`src/rtl/noc_defs.sv`:
```
// Shared NoC definitions: flit type codes, output port indices, input-port
// FSM states and the XY routing helper used by every input port.
package noc_defs;

  typedef enum logic [1:0] {
    FLIT_BODY     = 2'b00,
    FLIT_HEAD     = 2'b01,
    FLIT_TAIL     = 2'b10,
    FLIT_HEADTAIL = 2'b11
  } flit_type_e;

  typedef enum logic [2:0] {
    PORT_LOCAL = 3'd0,
    PORT_NORTH = 3'd1,
    PORT_EAST  = 3'd2,
    PORT_SOUTH = 3'd3,
    PORT_WEST  = 3'd4
  } port_e;

  typedef enum logic [1:0] {
    ST_IDLE    = 2'd0,
    ST_REQ     = 2'd1,
    ST_STREAM  = 2'd2,
    ST_RELIEVE = 2'd3
  } ipc_state_e;

  // Dimension-ordered routing: resolve X first, then Y, then deliver locally.
  function automatic port_e xy_route(input int dest, input int self_id, input int mesh_x);
    int dest_x, dest_y, self_x, self_y;
    dest_x = dest % mesh_x;
    dest_y = dest / mesh_x;
    self_x = self_id % mesh_x;
    self_y = self_id / mesh_x;
    if (dest_x > self_x)      return PORT_EAST;
    else if (dest_x < self_x) return PORT_WEST;
    else if (dest_y > self_y) return PORT_NORTH;
    else if (dest_y < self_y) return PORT_SOUTH;
    else                      return PORT_LOCAL;
  endfunction

endpackage

```
`src/rtl/flit_fifo.sv`:
```
// Flit buffer for one input port. Show-ahead: the head flit is always visible
// on 'head' so the route can be computed before it is popped.
module flit_fifo #(
  parameter int DATA_WIDTH   = 8,
  parameter int BUFFER_DEPTH = 4
) (
  input  logic                  clk,
  input  logic                  rst,     // asynchronous, active-low
  input  logic [DATA_WIDTH-1:0] wr_data,
  input  logic                  push,    // caller guarantees !full
  input  logic                  pop,     // caller guarantees !empty
  output logic [DATA_WIDTH-1:0] head,
  output logic                  full,
  output logic                  empty
);

  localparam int AW = $clog2(BUFFER_DEPTH);
  localparam int CW = AW + 1;
  localparam logic [CW-1:0] FULL_CNT = CW'(BUFFER_DEPTH);

  logic [DATA_WIDTH-1:0] mem [BUFFER_DEPTH];
  logic [AW-1:0]         wr_ptr;
  logic [AW-1:0]         rd_ptr;
  logic [CW-1:0]         count;

  assign full  = (count == FULL_CNT);
  assign empty = (count == '0);
  assign head  = mem[rd_ptr];

  // Flit storage write port.
  // NOTE: the storage array has no reset; 'count' alone decides which entries
  // are meaningful, and leaving it unreset lets it map onto plain RAM/flops.
  always_ff @(posedge clk) begin
    if (push) mem[wr_ptr] <= wr_data;
  end

  // Pointer and occupancy bookkeeping; pointers wrap naturally (depth is 2^AW).
  // NOTE: every clocked register uses non-blocking assignment so all state
  // updates see the pre-edge values, independent of statement order.
  always_ff @(posedge clk or negedge rst) begin
    if (!rst) begin
      wr_ptr <= '0;
      rd_ptr <= '0;
      count  <= '0;
    end else begin
      if (push) wr_ptr <= wr_ptr + AW'(1);
      if (pop)  rd_ptr <= rd_ptr + AW'(1);
      case ({push, pop})
        2'b10:   count <= count + CW'(1);
        2'b01:   count <= count - CW'(1);
        default: count <= count;
      endcase
    end
  end

endmodule

```
`src/rtl/input_port_controller.sv`:
```
// Router input port: buffers flits, XY-routes the head flit, reserves a
// crossbar path, streams the packet and releases the path after the tail.
module input_port_controller
  import noc_defs::*;
#(
  parameter int DATA_WIDTH    = 8,
  parameter int N             = 4,
  parameter int MESH_X        = 2,
  parameter int ROUTER_ID     = 0,
  parameter int BUFFER_DEPTH  = 4,
  parameter int REQUEST_WIDTH = 3
) (
  input  logic                     clk,
  input  logic                     rst,   // asynchronous, active-low
  input  logic [DATA_WIDTH-1:0]    data_in,
  input  logic                     valid_in,
  output logic                     ready_in,
  output logic                     routeReserveRequestValid,
  output logic [REQUEST_WIDTH-1:0] routeReserveRequest,
  input  logic                     routeReserveStatus,
  output logic                     routeRelieve,
  output logic [DATA_WIDTH-1:0]    data_out,
  output logic                     valid_out,
  input  logic                     ready_out,
  output logic                     protocol_error
);

  localparam int DEST_W = (N > 1) ? $clog2(N) : 1;

  logic [DATA_WIDTH-1:0]    fifo_head;
  logic                     fifo_full;
  logic                     fifo_empty;
  logic                     push;
  logic                     pop;
  logic                     discard;
  flit_type_e               head_type;
  logic                     head_is_head;
  logic                     head_is_tail;
  port_e                    head_route;
  ipc_state_e               state;
  logic [REQUEST_WIDTH-1:0] route_q;

  flit_fifo #(
    .DATA_WIDTH  (DATA_WIDTH),
    .BUFFER_DEPTH(BUFFER_DEPTH)
  ) u_fifo (
    .clk    (clk),
    .rst    (rst),
    .wr_data(data_in),
    .push   (push),
    .pop    (pop),
    .head   (fifo_head),
    .full   (fifo_full),
    .empty  (fifo_empty)
  );

  // Head-flit decode: type bit 0 marks a head, bit 1 marks a tail.
  assign head_type    = flit_type_e'(fifo_head[DATA_WIDTH-1 -: 2]);
  assign head_is_head = head_type[0];
  assign head_is_tail = head_type[1];
  assign head_route   = xy_route(int'(fifo_head[DEST_W-1:0]), ROUTER_ID, MESH_X);

  // Upstream side accepts whenever there is room, in every state.
  assign ready_in = ~fifo_full;
  assign push     = valid_in & ~fifo_full;

  // Switch side: flits only leave while a granted path is held. data_out is
  // forced to zero when idle so no stale buffer contents leak after reset.
  assign valid_out           = (state == ST_STREAM) & ~fifo_empty;
  assign data_out            = valid_out ? fifo_head : '0;
  assign routeReserveRequest = route_q;

  // Pop on a switch handshake, or to drop a stray non-head flit while idle.
  // NOTE: each always_comb output gets a default first so no path leaves it
  // unassigned, which would otherwise infer a latch.
  always_comb begin
    discard = 1'b0;
    pop     = 1'b0;
    if (state == ST_IDLE && !fifo_empty && !head_is_head) discard = 1'b1;
    pop = (valid_out & ready_out) | discard;
  end

  // Packet FSM with registered request/relieve/error outputs.
  always_ff @(posedge clk or negedge rst) begin
    if (!rst) begin
      state                    <= ST_IDLE;
      route_q                  <= '0;
      routeReserveRequestValid <= 1'b0;
      routeRelieve             <= 1'b0;
      protocol_error           <= 1'b0;
    end else begin
      case (state)
        ST_IDLE: begin
          if (!fifo_empty) begin
            if (head_is_head) begin
              route_q                  <= REQUEST_WIDTH'(head_route);
              routeReserveRequestValid <= 1'b1;
              state                    <= ST_REQ;
            end else begin
              protocol_error <= 1'b1;
            end
          end
        end
        ST_REQ: begin
          if (routeReserveStatus) begin
            routeReserveRequestValid <= 1'b0;
            state                    <= ST_STREAM;
          end
        end
        ST_STREAM: begin
          if (valid_out && ready_out && head_is_tail) begin
            routeRelieve <= 1'b1;
            state        <= ST_RELIEVE;
          end
        end
        ST_RELIEVE: begin
          routeRelieve <= 1'b0;
          state        <= ST_IDLE;
        end
        default: state <= ST_IDLE;
      endcase
    end
  end

endmodule

```
`config.mk`:
```
export PLATFORM = sky130hd
export DESIGN_NAME = input_port_controller
export DESIGN_NICKNAME = d
export VERILOG_FILES = /design/src/rtl/noc_defs.sv /design/src/rtl/flit_fifo.sv /design/src/rtl/input_port_controller.sv
export SDC_FILE = /design/constraint.sdc
export NUM_CORES = 1
export LEC_CHECK = 0
export BUFFER_PORTS_ARGS = -buffer_cell sky130_fd_sc_hd__buf_4
export CORE_MARGIN = 2
export CORE_UTILIZATION = 45
export CTS_CLUSTER_SIZE = 10
export DETAILED_ROUTE_END_ITERATION = 12
export GPL_ROUTABILITY_DRIVEN = 0
export PLACE_DENSITY_LB_ADDON = 0.05
export SKIP_CTS_REPAIR_TIMING = 1
export SYNTH_ARGS = -nofsm -noshare
export SYNTH_HDL_FRONTEND = slang
export SYNTH_SLANG_ARGS = --single-unit
```
`constraint.sdc`:
```
create_clock -name clk -period 4.6 [get_ports clk]
set_input_delay 0.23 -clock clk [delete_from_list [all_inputs] [get_ports clk]]
set_output_delay 0.23 -clock clk [all_outputs]
set_load 0.02 [all_outputs]
```
# ---- Word-level counts from Yosys, hierarchy flattened
# Memories as Yosys holds them, arrays and structs flattened.
# Cells that the tools add are included.
dict set report classes {
  n_addsub 4
  n_lt_le_gt_ge 4
  n_eq_ne 10
  n_mux 20
  bitwise_logic 7
  reduce_logical 16
}
# op count
set ops {}
lappend ops {{2-bit two-way mux} 6}
lappend ops {{8-bit two-way mux} 1}
lappend ops {{2-bit one-hot mux with 4 select lines} 1}
lappend ops {{4-bit AND reduction} 2}
lappend ops {{1-bit two-way mux} 7}
lappend ops {{2-bit == test (second input constant)} 3}
lappend ops {{3-bit two-way mux} 2}
lappend ops {{2-bit inequality test (second input constant)} 3}
lappend ops {{3-bit one-hot mux with 2 select lines} 1}
lappend ops {{3-bit AND reduction} 2}
lappend ops {{2-bit nonzero test} 3}
lappend ops {{2-bit by 1-bit adder with 2-bit output (second input constant)} 2}
lappend ops {{2-bit by 1-bit == test with 1-bit output (second input constant)} 2}
lappend ops {{1-bit logical AND} 4}
lappend ops {{1-bit one-hot mux with 2 select lines} 2}
lappend ops {{3-bit by 1-bit adder with 3-bit output (second input constant)} 1}
lappend ops {{1-bit AND} 3}
lappend ops {{3-bit == test (second input constant)} 1}
lappend ops {{3-bit logical NOT} 1}
lappend ops {{1-bit NOT} 3}
lappend ops {{3-bit by 1-bit subtractor with 3-bit output (second input constant)} 1}
lappend ops {{1-bit > comparator (second input constant)} 2}
lappend ops {{1-bit logical NOT} 2}
lappend ops {{2-bit logical NOT} 1}
lappend ops {{other kinds (4)} 5}
dict set report totals {
  reg_bits 15
  mem_bits_rw 32
  inputBits 13
  output_inout_bits 16
  wordCells 70
  n_memories 1
}
# memory depth width rd rd_ports_with_merged_regs write_ports line
set memory_table {}
lappend memory_table {u_fifo.mem 4 8 1 0 1 flit_fifo.sv:21} ;# logic [DATA_WIDTH-1:0] mem [BUFFER_DEPTH];

# ---- Logic depth before layout (Yosys ltp)
# Gate-level depths: netlist (run 1).
dict set report logic_depth {
  word_depth 8
  ltp_mapped 11
  depth_no_buf 11
}

# ---- Modules after synthesis
# Synthesis (run 1) repeated with hierarchy kept, for this count alone.
dict set report unflattened {
  cells_unflattened 131
  hier_area_um2 2080.7
}
# module n_inst cells_per_inst area_per_inst_um2 seq_area_each_um2
set modules_own_cells {}
lappend modules_own_cells {flit_fifo 1 78 1552.7 1136.1}
lappend modules_own_cells {input_port_controller 1 53 528.0 175.2}

# ---- Worst setup path after synthesis (run 1)
# Ideal clock, no wire load.
dict set report synth_path {
  path_kind {register to register}
  startpoint {reg u_fifo.rd_ptr[0]}
  endpoint {reg u_fifo.count[2]}
  setup_time_ns 0.079
  t_arrival_ns 2.311
  required_ns 4.521
  path_slack_ns 2.210
  stages_incl_launch_ff 11
  cell_sequence {dfrtp_1 buf_6 mux4_2 o21ai_1 and2_1 ha_1 inv_1 fa_1 xor2_1 nor2_1 xor2_1}
}
dict set report synth_between {
  elab_chain_cells 7
  elab_cells_between_ends 9
}
# element line
set synth_rtl {}
lappend synth_rtl {{from (decl)} flit_fifo.sv:23} ;# logic [AW-1:0] rd_ptr;
lappend synth_rtl {{from (signal assigned)} flit_fifo.sv:47} ;# if (pop) rd_ptr <= rd_ptr + AW'(1);
lappend synth_rtl {{memory 4 x 8 bit (*)} n/a}
lappend synth_rtl {{1-bit logical NOT (*)} input_port_controller.sv:79} ;# if (state == ST_IDLE && !fifo_empty && !head_is_head) discard = 1'b1;
lappend synth_rtl {{1-bit logical AND (*)} input_port_controller.sv:79}
lappend synth_rtl {{1-bit two-way mux (*)} input_port_controller.sv:79}
lappend synth_rtl {{1-bit bitwise OR (*)} input_port_controller.sv:80} ;# pop = (valid_out & ready_out) | discard;
lappend synth_rtl {{named net pop} input_port_controller.sv:34} ;# logic pop;
lappend synth_rtl {{2-bit by 1-bit == test with 1-bit output / 2-bit == test (equally long branches)} flit_fifo.sv:48} ;# case ({push, pop})
lappend synth_rtl {{3-bit one-hot mux with 2 select lines / 2-bit nonzero test (equally long branches)} n/a}
lappend synth_rtl {{to (signal assigned)} flit_fifo.sv:49} ;# 2'b10: count <= count + CW'(1);
lappend synth_rtl {{to (signal assigned)} flit_fifo.sv:50} ;# 2'b01: count <= count - CW'(1);
lappend synth_rtl {{to (signal assigned)} flit_fifo.sv:51} ;# default: count <= count;
lappend synth_rtl {{to (decl)} flit_fifo.sv:24} ;# logic [CW-1:0] count;
# Mark *: on every way through the listed nets, which the timed path passes. The rest lies on a longest branch.
# A chain may end at the register's enable or synchronous reset.

# ---- Worst setup path in the final report (run 1)
# Ends and elaborated chain as after synthesis.

==> results_dict.tcl, run 1 <==
set metrics [dict create \
    status "finished, final reports clean" \
    ys_seq_elements 46 \
    ant_nets 0 \
    antenna_found_initial 0 \
    end_kind "flip-flop" \
    p_leak_uw 0.001017 \
    synth.yosys.seq_area_share_pct 63.52 \
    hold_violations 0 \
    n_fill_cell 375 \
    intPower_uw 1042 \
    power.switching_uw 559.2 \
    timing.final.crit_share_pct 61.16 \
    slew_violations 0 \
    grt_pass1_wl_mm 5.492 \
    synth_area_leader_cell "edfxtp_1" \
    finalWirelength_mm 3.366 \
    skew_ps 6.599 \
    worst_slew_pin_slew_ps 525.5 \
    power_frac_clock_pct 18.3 \
    overflow 0 \
    grtUsageTotal_pct 14.47 \
    cts_buffers 5 \
    fin_area_um2 2411 \
    synth_top_flop_cell "edfxtp_1" \
    synth_warnings 0 \
    vias 1116 \
    mostFrequentLayoutCell "edfxtp_1" \
    async_flop_share_pct 30.43 \
    clk_latency_ps 290 \
    die_area_um2 5145 \
    clk_path_buf_depth 2 \
    synth_area_leaders "edfxtp_1, dfrtp_1, ha_1" \
    seqPwrFrac_pct 40.7 \
    avgViaCountPerCell 5.215 \
    tns_ps 0 \
    final-setup-viol-count 0 \
    grt_max_degree 17 \
    synth_top_area_share_pct 46.55 \
    path_clk_slew_ps 90 \
    power_frac_comb_pct 40.9 \
    grt_pass1_vias 1155 \
    worstPathMaxFanout 10 \
    start_kind "flip-flop" \
    die_h_um 71.73 \
    synth_cell_types 30 \
    dr.pass1.iters 3 \
    dr.first_iter.drc_count 24 \
    synthCells 132 \
    cts_tree "done" \
    drive_gt1_share_pct 25.31 \
    syn_to_final_growth_pct 16.79 \
    crit_type "flip-flop to flip-flop" \
    rsz0062_at_grt "false" \
    hold_path_class "input port to flip-flop" \
    wl_per_cell_um 15.73 \
    diodes 0 \
    drv_cap 0 \
    fin_nets 184 \
    worstPathRequired_ps 4820 \
    p_sw_share_pct 34.92 \
    multi_input_area_um2 666.9 \
    avgSynthCellArea_um2 15.64 \
    start_util_pct 47.09 \
    cts_root_buffer "clkbuf_8" \
    cp.arrival_ps 3030 \
    rows 24 \
    dpl_cell_area_um2 2291 \
    dpl.hpwl_mm 2.436 \
    peakVddDrop_mv 0.4121 \
    pwr_density_cell_nw_per_um2 664.1 \
    syn_area_um2 2064 \
    portBuffers 27 \
    r2r_slack_ps 1790 \
    drc_errors 0 \
    synth-edff-count 32 \
    syn_nets 155 \
    period_minus_slack_ps 2813 \
    core-area_um2 4384 \
    maxSlewHeadroom_pct 64.97 \
    fmax_mhz 355.5 \
    htreeDepth 2 \
    regArea_um2 1311 \
    clkSinkCount 46 \
    num_io_pins 29 \
    die_x_um 71.73 \
    final_cell_mix "edfxtp_1, buf_4, dfrtp_1, inv_1, and3_1" \
]
==> synthesized netlist by cell type, types with 2 or more instances <==
cell / n
inv_1: 12
xnor2_1: 3
mux2i_1: 3
and2_1: 2
mux4_2: 4
nor2_1: 3
xor2_1: 3
edfxtp_1: 32
nand3_1: 4
and3_1: 12
mux4_1: 4
nand2_1: 5
buf_4: 3
ha_1: 9
clkbuf_1: 2
o21ai_1: 3
dfrtp_1: 14
mux2_1: 2
==> worst max-delay path: stages, from the launching register on <==
cell	delay (ps)
dfrtp_1	680
mux4_2	640
o21ai_1	170
and2_1	200
ha_1	200
inv_1	60
fa_1	380
xor2_1	150
nor2_1	110
xor2_1	150
==> final cells by class <==
class | instances | share of cell area (%)
repair buffers | 28 | 8.822
inverters | 12 | 1.868
clock inverters | 2 | 1.557
flip-flops and latches | 46 | 54.39
well taps | 52 | 2.698
clock buffers | 6 | 3.010
multi-input cells | 68 | 27.66
==> power groups by stage <==
stage / registers, uW / logic [uW] / clock network, uW
after floorplan: 634 / 508 / 0
after global placement: 660 / 653 / 0
after detailed placement: 667 / 665 / 0
after CTS: 657 / 668 / 303
after global routing: 671 / 732 / 320
final: 652 / 655 / 294
==> layer usage <==
metal	GRT usage, %	share of wire (%)	up-vias
li1	-	-	535
met3	3.516	4.4	7
met2	24.07	50	22
met4	6.289	1.7	0
met1	18.05	43	552
met5	0	0	-
==> cell families (layout without fill, tap and decap cells) <==
kind of cell | Yosys count | after routing | synth area share, %
xor gates and xnor gates | 6 | 6 | 2.546
other | 1 | 1 | 0.1816
and+or+nand+nor | 30 | 30 | 7.879
adders and majority gates | 10 | 10 | 6.424
DFF | 46 | 46 | 63.52
buffers and inverters | 18 | 48 | 4.182
AOI/OAI and AO/OA | 7 | 7 | 2.727
muxes | 14 | 14 | 12.55
==> through the flow <==
step | setup WS [ps] | hold slack, ps | instances | utilization [%] | power (uW)
floorplan | 2210 | -65.59 | 132 | - | 1142
global placement | 1831 | 90.66 | 205 | 52.25 | 1312
detailed placement | 1753 | 94.16 | 205 | 52.25 | 1332
CTS | 1732 | -230.5 | 213 | 54.77 | 1628
global route | 1546 | 115.1 | 214 | 54.99 | 1723
finish | 1787 | 131.1 | 214 | 54.99 | 1601
==> state kept, by name (all words and copies together), names as in the netlist <==
register / count
routeReserveRequestValid: 1
routeReserveRequest: 2
u_fifo.wr_ptr: 2
u_fifo.count: 3
u_fifo.mem: 32
routeRelieve: 1
state: 2
u_fifo.rd_ptr: 2
protocol_error: 1
==> path summary, 6_finish.rpt <==
| check | startpoint | to | cells after the start |
|---|---|---|---|
| setup / recovery | u_fifo.rd_ptr[0]$_DFFE_PN0P_ | u_fifo.count[2]$_DFFE_PN0P_ | 9 |
| hold / removal | data_in[5] | u_fifo.mem[1][5]$_DFFE_PP_ | 1 |
| setup reg to reg | u_fifo.rd_ptr[0]$_DFFE_PN0P_ | u_fifo.count[2]$_DFFE_PN0P_ | 9 |
| hold reg to reg | protocol_error$_DFFE_PN0P_ | protocol_error$_DFFE_PN0P_ | 1 |
| max in group asynchronous | rst | u_fifo.rd_ptr[0]$_DFFE_PN0P_ | 2 |
| min in group asynchronous | rst | routeRelieve$_DFFE_PN0P_ | 2 |
(Power assumes the default switching activity.)
==> run 2: changes to the inputs <==
==> constraint.sdc (replaced) <==
create_clock -name clk -period 2.7 [get_ports clk]
set_input_delay 0.135 -clock clk [delete_from_list [all_inputs] [get_ports clk]]
set_output_delay 0.135 -clock clk [all_outputs]
set_load 0.02 [all_outputs]
==> results_dict.tcl, run 2 (synthesis gave the netlist of run 1 again) <==
set metrics [dict create \
    path_clk_slew_ps 80 \
    die_x_um 71.73 \
    portBuffers 27 \
    die_h_um 71.73 \
    syn_to_final_growth_pct 18.24 \
    skew_ps 8.642 \
    end_kind "flip-flop" \
    timing.final.crit_share_pct 90.95 \
    cts_buffers 5 \
    clk_latency_ps 300 \
    slew_violations 0 \
    finalWirelength_mm 3.620 \
    worst_hold_slack_ps 33.00 \
    tns_ps 0 \
    fmax_mhz 407.2 \
    num_io_pins 29 \
    seqPwrFrac_pct 37.8 \
    antenna_found_initial 0 \
    peakVddDrop_mv 0.4215 \
    crit_chain "mux4_2 > o21ai_1 > and2_1 > ha_1 > inv_1 > fa_1 > xor2_1 > nor2_1 > xor2_1" \
    crit_top_cell "xor2_1" \
    dpl.hpwl_mm 2.540 \
    dr.pass1.iters 4 \
    largestRegisters "u_fifo.mem: 32 flops, u_fifo.count: 3 flops" \
    placed_cells 209 \
    cpLargestDelayFamily "multiplexers" \
    critPathSlowestCell "mux4_2" \
    htreeDepth 2 \
    grtUsageTotal_pct 15.98 \
    pwr_density_cell_nw_per_um2 1151 \
    p_sw_share_pct 35.35 \
    drv_cap 0 \
    overflow 0 \
    critPathMaxStageDelay_ps 580 \
    start_util_pct 47.09 \
    hold_path_class "input port to flip-flop" \
    ant_nets 0 \
    finalNonFillerCells 218 \
    grt_max_degree 16 \
    cp.arrival_ps 2670 \
    regMostFlops "u_fifo.mem" \
    rows 24 \
    largest_register_ffs 32 \
    period_minus_slack_ps 2456 \
    worstPathMaxFanout 5 \
    hold_violations 0 \
    core-area_um2 4384 \
    cts_tree "done" \
    power.switching_uw 993.1 \
    avgViaCountPerCell 5.197 \
    cts_root_buffer "clkbuf_8" \
    diodes 0 \
    die_area_um2 5145 \
    worstPathRequired_ps 2920 \
    crit_buf_inv 1 \
    drive_gt1_share_pct 27.11 \
    status "finished, final reports clean" \
    vias 1133 \
    final_cell_mix "edfxtp_1, buf_4, dfrtp_1, inv_1, and3_1" \
    mostFrequentLayoutCell "edfxtp_1" \
    power_frac_comb_pct 44.1 \
    start_kind "flip-flop" \
    clk_path_buf_depth 2 \
    rsz0062_at_grt "false" \
    clkSinkCount 46 \
    fin_nets 188 \
    power_frac_clock_pct 18.1 \
    wl_per_cell_um 16.61 \
    p_leak_uw 0.001036 \
    final-setup-viol-count 0 \
    crit_type "flip-flop to flip-flop" \
    intPower_uw 1816 \
    drc_errors 0 \
    grt_pass1_wl_mm 6.072 \
    dr.first_iter.drc_count 65 \
    grt_pass1_vias 1191 \
]
-- run 2: changes by cell type in the layout (fill, tap and decap cells not counted) --
cell | before | now
buf_4 | 27 | 31
-- run 2: through the flow --
step           total power, uW  setup WS (ps)  utilization [%]  instance area (um^2)
2_1_floorplan             1946          309.8                -                  2064
3_3_place_gp              2292          352.0            52.94                  2321
3_5_place_dp              2331          259.0            52.94                  2321
4_1_cts                   2850          223.3            55.45                  2431
5_1_grt                   3012          63.28            55.68                  2441
6_report                  2810          244.4            55.68                  2441
-- run 2: worst paths after layout --
kind                       slack [ps]  depth (start not counted)                                   end                          from
min in group asynchronous         220                          2              routeRelieve$_DFFE_PN0P_                           rst
max in group asynchronous        2300                          2  routeReserveRequestValid$_DFFE_PN0P_                           rst
min reg2reg                       470                          1            protocol_error$_DFFE_PN0P_    protocol_error$_DFFE_PN0P_
max reg2reg                       240                          9           u_fifo.count[2]$_DFFE_PN0P_  u_fifo.rd_ptr[0]$_DFFE_PN0P_
max                               240                          9           u_fifo.count[2]$_DFFE_PN0P_  u_fifo.rd_ptr[0]$_DFFE_PN0P_
min                                30                          1            u_fifo.mem[0][2]$_DFFE_PP_                    data_in[2]
-- run 2: power by group through the flow --
stage	clock network [uW]	logic (uW)	registers, uW
after floorplan	0	866	1080
after global placement	0	1230	1070
after CTS	517	1270	1060
after detailed placement	0	1250	1080
final	508	1240	1060
after global routing	546	1380	1080
-- run 2: cell type report --
type	count	area, um^2
timing repair buffer	32	242.7
clock inverter	2	37.54
sequential	46	1311
inverter	12	45.04
tap	52	65.06
clock buffer	6	72.57
multi-input combinational	68	666.9
fill	369	1943
-- run 2: metal layers --
layer | global-route usage [%] | share of wire (%)
met1 | 20.62 | 44
met2 | 25.93 | 50
met5 | 0 | 0
met3 | 4.219 | 4.1
met4 | 6.289 | 1.7
